--- src/rtl/mac_sequencer.sv ---
// Control FSM for the MAC datapath: clear, fetch/multiply/accumulate per term, done pulse.
// Optional FETCH timeout with sticky err is enabled by defining MAC_SEQ_TIMEOUT_EN.
module mac_sequencer #(
    parameter int unsigned LEN_W  = 4,
    parameter int unsigned TO_CYC = 16
) (
    input  logic             clk,
    input  logic             reset,
    input  logic             start,
    input  logic [LEN_W-1:0] len,
    input  logic             op_ack,
    input  logic             acc_carry,
    output logic             op_req,
    output logic [LEN_W-1:0] idx,
    output logic             mul_en,
    output logic             acc_en,
    output logic             acc_clr,
    output logic             busy,
    output logic             done,
    output logic             ovf,
    output logic             err
);

    typedef enum logic [2:0] {
        S_IDLE, S_CLEAR, S_FETCH, S_MUL, S_ACC, S_DONE
    } state_t;

    state_t           state_q, state_d;
    logic [LEN_W-1:0] len_q;
    logic             last_term_c;
    logic             timeout_c;
    logic             op_req_d, mul_en_d, acc_en_d, acc_clr_d, busy_d, done_d;

    assign last_term_c = (idx == (len_q - LEN_W'(1)));

`ifdef MAC_SEQ_TIMEOUT_EN
    localparam int unsigned TO_W = (TO_CYC > 1) ? $clog2(TO_CYC) : 1;

    logic [TO_W-1:0] to_cnt_q;

    assign timeout_c = (state_q == S_FETCH) && !op_ack && (to_cnt_q == TO_W'(TO_CYC - 1));

    // Counts consecutive unacknowledged FETCH cycles; idle at zero outside FETCH.
    always_ff @(posedge clk or negedge reset) begin
        if (!reset)                  to_cnt_q <= '0;
        else if (state_q != S_FETCH) to_cnt_q <= '0;
        else if (!op_ack)            to_cnt_q <= to_cnt_q + TO_W'(1);
    end

    always_ff @(posedge clk or negedge reset) begin
        if (!reset)                  err <= 1'b0;
        else if (state_d == S_CLEAR) err <= 1'b0;
        else if (timeout_c)          err <= 1'b1;
    end
`else
    assign timeout_c = 1'b0;
    assign err       = 1'b0;

    // TO_CYC only matters when the timeout is built in.
    if (TO_CYC == 0) begin : g_to_cyc_unused
    end
`endif

    always_ff @(posedge clk or negedge reset) begin
        if (!reset) state_q <= S_IDLE;
        else        state_q <= state_d;
    end

    always_comb begin
        state_d = state_q;
        case (state_q)
            S_IDLE:  if (start) state_d = S_CLEAR;
            S_CLEAR: state_d = (len_q == '0) ? S_DONE : S_FETCH;
            S_FETCH: begin
                if (op_ack)         state_d = S_MUL;
                else if (timeout_c) state_d = S_DONE;
            end
            S_MUL:   state_d = S_ACC;
            S_ACC:   state_d = last_term_c ? S_DONE : S_FETCH;
            S_DONE:  state_d = S_IDLE;
            default: state_d = S_IDLE;
        endcase
    end

    // Decode from the next state so the registered strobes line up with state occupancy.
    always_comb begin
        op_req_d  = 1'b0;
        mul_en_d  = 1'b0;
        acc_en_d  = 1'b0;
        acc_clr_d = 1'b0;
        done_d    = 1'b0;
        busy_d    = (state_d != S_IDLE);
        case (state_d)
            S_CLEAR: acc_clr_d = 1'b1;
            S_FETCH: op_req_d  = 1'b1;
            S_MUL:   mul_en_d  = 1'b1;
            S_ACC:   acc_en_d  = 1'b1;
            S_DONE:  done_d    = 1'b1;
            default: ;
        endcase
    end

    always_ff @(posedge clk or negedge reset) begin
        if (!reset) begin
            op_req  <= 1'b0;
            mul_en  <= 1'b0;
            acc_en  <= 1'b0;
            acc_clr <= 1'b0;
            busy    <= 1'b0;
            done    <= 1'b0;
        end else begin
            op_req  <= op_req_d;
            mul_en  <= mul_en_d;
            acc_en  <= acc_en_d;
            acc_clr <= acc_clr_d;
            busy    <= busy_d;
            done    <= done_d;
        end
    end

    // Job length, term index and sticky overflow.
    always_ff @(posedge clk or negedge reset) begin
        if (!reset) begin
            len_q <= '0;
            idx   <= '0;
            ovf   <= 1'b0;
        end else begin
            if (state_q == S_IDLE && start) begin
                len_q <= len;
                idx   <= '0;
            end else if (state_q == S_ACC && !last_term_c) begin
                idx <= idx + LEN_W'(1);
            end
            if (state_d == S_CLEAR)                  ovf <= 1'b0;
            else if (state_q == S_ACC && acc_carry) ovf <= 1'b1;
        end
    end

endmodule

--- config.mk ---
export PLATFORM = sky130hd
export DESIGN_NAME = mac_sequencer
export DESIGN_NICKNAME = d
export VERILOG_FILES = /design/src/rtl/mac_sequencer.sv
export SDC_FILE = /design/constraint.sdc
export NUM_CORES = 1
export LEC_CHECK = 0
export ABC_CLOCK_PERIOD_IN_PS = 2100
export BUFFER_PORTS_ARGS = -buffer_cell sky130_fd_sc_hd__buf_2
export CORE_MARGIN = 2
export CORE_UTILIZATION = 50
export CTS_CLUSTER_SIZE = 40
export DETAILED_ROUTE_END_ITERATION = 10
export PLACE_DENSITY = 0.74
export SYNTH_ARGS = -nofsm -noshare
export SYNTH_HDL_FRONTEND = slang
export SYNTH_SLANG_ARGS = --single-unit
--- constraint.sdc ---
create_clock -name clk -period 2.1 [get_ports clk]
set_input_delay 0.315 -clock clk [delete_from_list [all_inputs] [get_ports clk]]
set_output_delay 0.315 -clock clk [all_outputs]
set_load 0.01 [all_outputs]
# Word-level counts from Yosys, hierarchy flattened
# Cells that the tools add are included.
# classes
addsub	2
eq_ne	10
n_mux	14
reduce_logical	9
# ops
cell	count
3-bit case mux with 5 select lines	1
3-bit by 2-bit == test with 1-bit output (second input constant)	4
3-bit two-way mux	4
3-bit == test (second input constant)	3
4-bit two-way mux	2
1-bit two-way mux	7
3-bit by 1-bit == test with 1-bit output (second input constant)	2
4-bit by 1-bit adder with 4-bit output (second input constant)	1
4-bit == test	1
4-bit zero test	1
2-bit nonzero test	2
4-bit by 1-bit subtractor with 4-bit output (second input constant)	1
1-bit logical AND	3
3-bit zero test	1
3-bit nonzero test	1
1-bit zero test	1
# word_totals
regBits	18
in_bits	9
wordCells	45

# Longest topological paths before layout
# depth
word_depth	6
depth_mapped	6

# Least setup slack after synthesis
# Ideal clock, no wire load.
# synth_timing
path_kind	register -> register
from	register len_q[0]
to	register idx[0]
setup_ps	120
t_arrival_ps	1562
required_time_ps	1980
slack_ps	418
path_stages_with_launch	7
path_buffers	0
synth_period_minus_slack_ps	1682
path_cell_list	dfrtp_1 > inv_1 > ha_1 > xor2_1 > nand2_1 > or4_1 > and3_1
# synth_between
elab_chain_len	5
# synth_lines
item	line_no	source
start: declaration	29	logic [LEN_W-1:0] len_q;
start signal: assignment	129	len_q <= len;
4-bit by 1-bit subtractor with 4-bit output	34	assign last_term_c = (idx == (len_q - LEN_W'(1)));
4-bit == test	34	
1-bit zero test	131	end else if (state_q == S_ACC && !last_term_c) begin
1-bit logical AND	131	
2-bit nonzero test (no line)	-	
end signal: assignment	132	idx <= idx + LEN_W'(1);
end: declaration	14	output logic [LEN_W-1:0] idx,
# No other way between the ends.
# A chain may end at the register's enable or synchronous reset.

# Worst setup path in the final report
# Same ends and word-level chain as after synthesis.

==> impl_results.md <==
- Net count of the finished layout: 133
- Post-route core utilization: between 60% and 70%
- Synthesis-to-finish area growth: 15.62%
- Wire length of the first global-routing pass: 3.263 mm
- Residual antenna-violating net count after detailed routing: 0
- Area of combinational cells with multiple inputs: around 460 µm²
- Synth Area in Compound Gates: between 10% and 20%
- Unrepaired setup endpoints after global routing: no
- Min Clock Period, post-route: around 1.8 ns
- Fill cell instance count of the final layout: roughly 170
- Yosys cell types: 34
- Worst-Margin Slew: a little over 0.7 ns
- Root buffer cell: clkbuf_4
- Register-to-Register Path Depth: 6
- Final std cell area, no fill: 0.001102 mm²
- Die footprint: ~0.0023 mm²
- Dpl cell area: approximately 0.0011 mm²
- Max-cap violations: 0
- Initial Utilization: a little over half
- Largest net degree at the start of global routing: 19
- Maximum count of clock buffers along a single path: 2
- Count of pins over their slew limit: 0
- Total number of cells along the worst setup path: 6
- Largest family of logic cells by synthesized area: simple AND/OR/NAND/NOR gates
- Clock tree sinks: 18
- Count of mapped cells out of synthesis: 98
- Drt initial violations: 13
- Required time reported for the critical path endpoint: between 2 and 2.5 ns
- RD Place Congestion: around 0.83
- X dimension of the die: around 48 µm
- Final worst hold slack: 0.2175 ns
- Most used flip-flop cell after synthesis: dfrtp_1
- Worst Hold Depth: 3
- Diodes inserted: 0
- Detailed-route wire length per cell: 13.33 µm
- Worst vdd ir: about 780 µV
- Final setup skew: around 0.0093 ns
- Xor/xnor share of the synthesized area: about 5.5%
- Overall fraction of global-route tracks in use: 20.56%
- Critical Path Fanout Max: 10
- Register-to-register path setup slack: about 0.27 ns
- Asr flop ratio synth: 100.0%
- Final worst-path setup slack: ~0.27 ns
- Post-Route Setup TNS: 0 ns
- Max incr delay on CP: 0.43 ns
- Average via count per standard cell: about 5.6
- Post-synthesis share of cell area spent on full adders, half adders and majority gates: roughly 4%
- Number of antenna violations at the first check in global routing: 0
- Leakage power: ~0.55 nW
- Vias after detailed routing: between 800 and 900
- Cell at the slowest stage of the critical path: or4_1
- Routed wire length: approximately 1.9 mm
- Cell class contributing the biggest share of worst-path delay: simple AND/OR/NAND/NOR gates
- Syn_nets: 110
- Detailed placement HPWL: roughly 1.4 mm
- Vertical die dimension: 47.67 µm
- Row count: 15
- Average footprint of a synthesized cell: 9.729 µm²
- Total of warnings raised by yosys: 0
- Final setup vio count: 0
- Portion of netlist area occupied by mux cells: 0%
- GR Overflow Total: 0
- Drt pass-1 iters: 4
- CP bufs+invs: 1
- Number of synthesized flops with an enable pin: 0
- Highest achievable clock rate: about 550 MHz
- Kind of path behind the tightest hold check: in -> reg
- Fin crit share: a little under 90%
- Clk slew on worst S/H paths: roughly 0.10 ns
- Sequential-to-total area share from yosys stat: a little under half
- DRC viols: 0
- Vias in the first global route: about 790
- Number of register bits inferred by synthesis: 18
- TritonCTS clock tree: built
- Number of buffers added by the clock tree synthesis step: 3
- Layout cells sized above 1: a little over a fifth
- Synthesized-area fraction occupied by and/or/nand/nor cells: 23.10%
- I/O pins: 21
- Quantity of I/O buffers inserted on ports: 19
- Outcome: finished, final reports clean
- Storage cell area: around 450 µm²
- Startpoint class of the critical path: flip-flop
- Clock latency on the worst-skew pair: 0.29 ns
- Minimum setup slack after placement: between 0.2 and 0.3 ns
- Worst Path Arrival: a little over 2 ns
- Standard cell core area: between 0.0015 and 0.002 mm²
- Critical path type: reg -> reg
- Critical path capture point type: flip-flop
- H-Tree Depth: 1
- Relative slew margins: between 50% and 60%
- Worst-path cell chain: inv_1 -> ha_1 -> xor2_1 -> nand2_1 -> or4_1 -> and3_1
- Endpoints failing hold: 0
- P per Cell Area: 1388 mW/mm²
- Netlist area before placement: 953.4 µm²
==> worst min-delay path: stages <==
cell     delay (ns)
buf_2          0.07
nand2_1        0.04
nand2_1        0.05
==> what timing repair did <==
action                    4_1_cts  5_1_grt
hold endpoints to repair       18        0
resized for setup               0        0
buffers inserted                0        0
hold buffers                    1        0
==> per-layer routing <==
metal | global-route usage (%) | routed length [µm] | part of all wire, % | vias up
li1 | - | - | - | 401
met1 | 24.29 | 838 | 44 | 376
met2 | 35.68 | 952 | 50 | 25
met3 | 4.528 | 100 | 5.2 | 4
met4 | 9.189 | 29 | 1.5 | 0
met5 | 0 | 0 | 0 | -
==> state kept, by name, summed over array words and instances, names as in the netlist <==
name and cells:
idx 4, op_req 1, done 1, state_q 3, busy 1, mul_en 1, ovf 1, acc_clr 1
len_q 4, acc_en 1
==> synth_stat cells, types with 2 or more instances <==
cell	instances	area (µm²)
a31oi_1	2	12.51
o21ai_0	4	20.02
and3_1	2	12.51
or4_1	4	30.03
inv_1	4	15.01
nor2_1	4	15.01
o211ai_1	5	37.54
nor3b_1	3	22.52
xor2_1	2	17.52
nand2_1	15	56.30
xnor2_1	4	35.03
nand3_1	6	30.03
buf_2	2	10.01
a21oi_1	2	10.01
dfrtp_1	18	450.4
ha_1	3	37.54
==> cells in the final DEF (no fill, tap or decap) <==
cell type	n
inv_1	4
nand3_1	6
or4b_1	1
o211ai_1	5
a21boi_0	1
ha_1	3
and3_1	2
nor2_1	4
a21oi_1	2
nand2_1	15
buf_2	19
nand3b_1	1
clkbuf_4	3
nand2b_1	1
a211o_1	1
conb_1	1
nor3_1	1
o21ai_0	4
xnor2_1	4
o211a_1	1
a41oi_1	1
a31oi_1	2
dfrtp_1	18
or3_1	1
nor3b_1	3
or4_1	4
a32oi_1	1
buf_4	1
or3b_2	1
dlygate4sd3_1	1
clkinv_4	1
xor2_1	2
a211oi_1	1
o2111ai_1	1
o31ai_1	1
nor3_2	1
==> path summary, 6_finish.rpt <==
path / end / start
max in group asynchronous: ovf$_DFFE_PN0P_ / reset
hold reg to reg: ovf$_DFFE_PN0P_ / ovf$_DFFE_PN0P_
setup / recovery: idx[0]$_DFFE_PN0P_ / len_q[0]$_DFFE_PN0P_
hold / removal: len_q[2]$_DFFE_PN0P_ / len[2]
setup reg to reg: idx[0]$_DFFE_PN0P_ / len_q[0]$_DFFE_PN0P_
min in group asynchronous: state_q[0]$_DFF_PN0_ / reset
==> per-stage QoR <==
step                power, mW  std cells
floorplan               1.147         98
global placement        1.330        140
detailed placement      1.364        140
CTS                     1.535        144
global route            1.678        144
finish                  1.530        144
==> cell families after synthesis <==
group                    count (synthesis)
other                                    1
AO/OA/AOI/OAI                           21
AND/OR/NAND/NOR                         41
flip-flops                              18
XOR/XNOR                                 6
adder cells (fa/ha/maj)                  3
buffers and inverters                    8
==> where the power goes <==
| part | internal (mW) | switching (mW) |
|---|---|---|
| Sequential | 0.474 | 0.122 |
| Combinational | 0.291 | 0.478 |
| Clock | 0.0667 | 0.0986 |
==> area by class of cell <==
class                           count  area share [%]
Multi-Input combinational cell     72           41.88
Sequential cell                    18           40.86
Tap cell                           25           2.838
Clock buffer                        3           2.043
Inverter                            5           2.157
Timing Repair Buffer               21           10.22
Power figures use the tool's default switching activity.
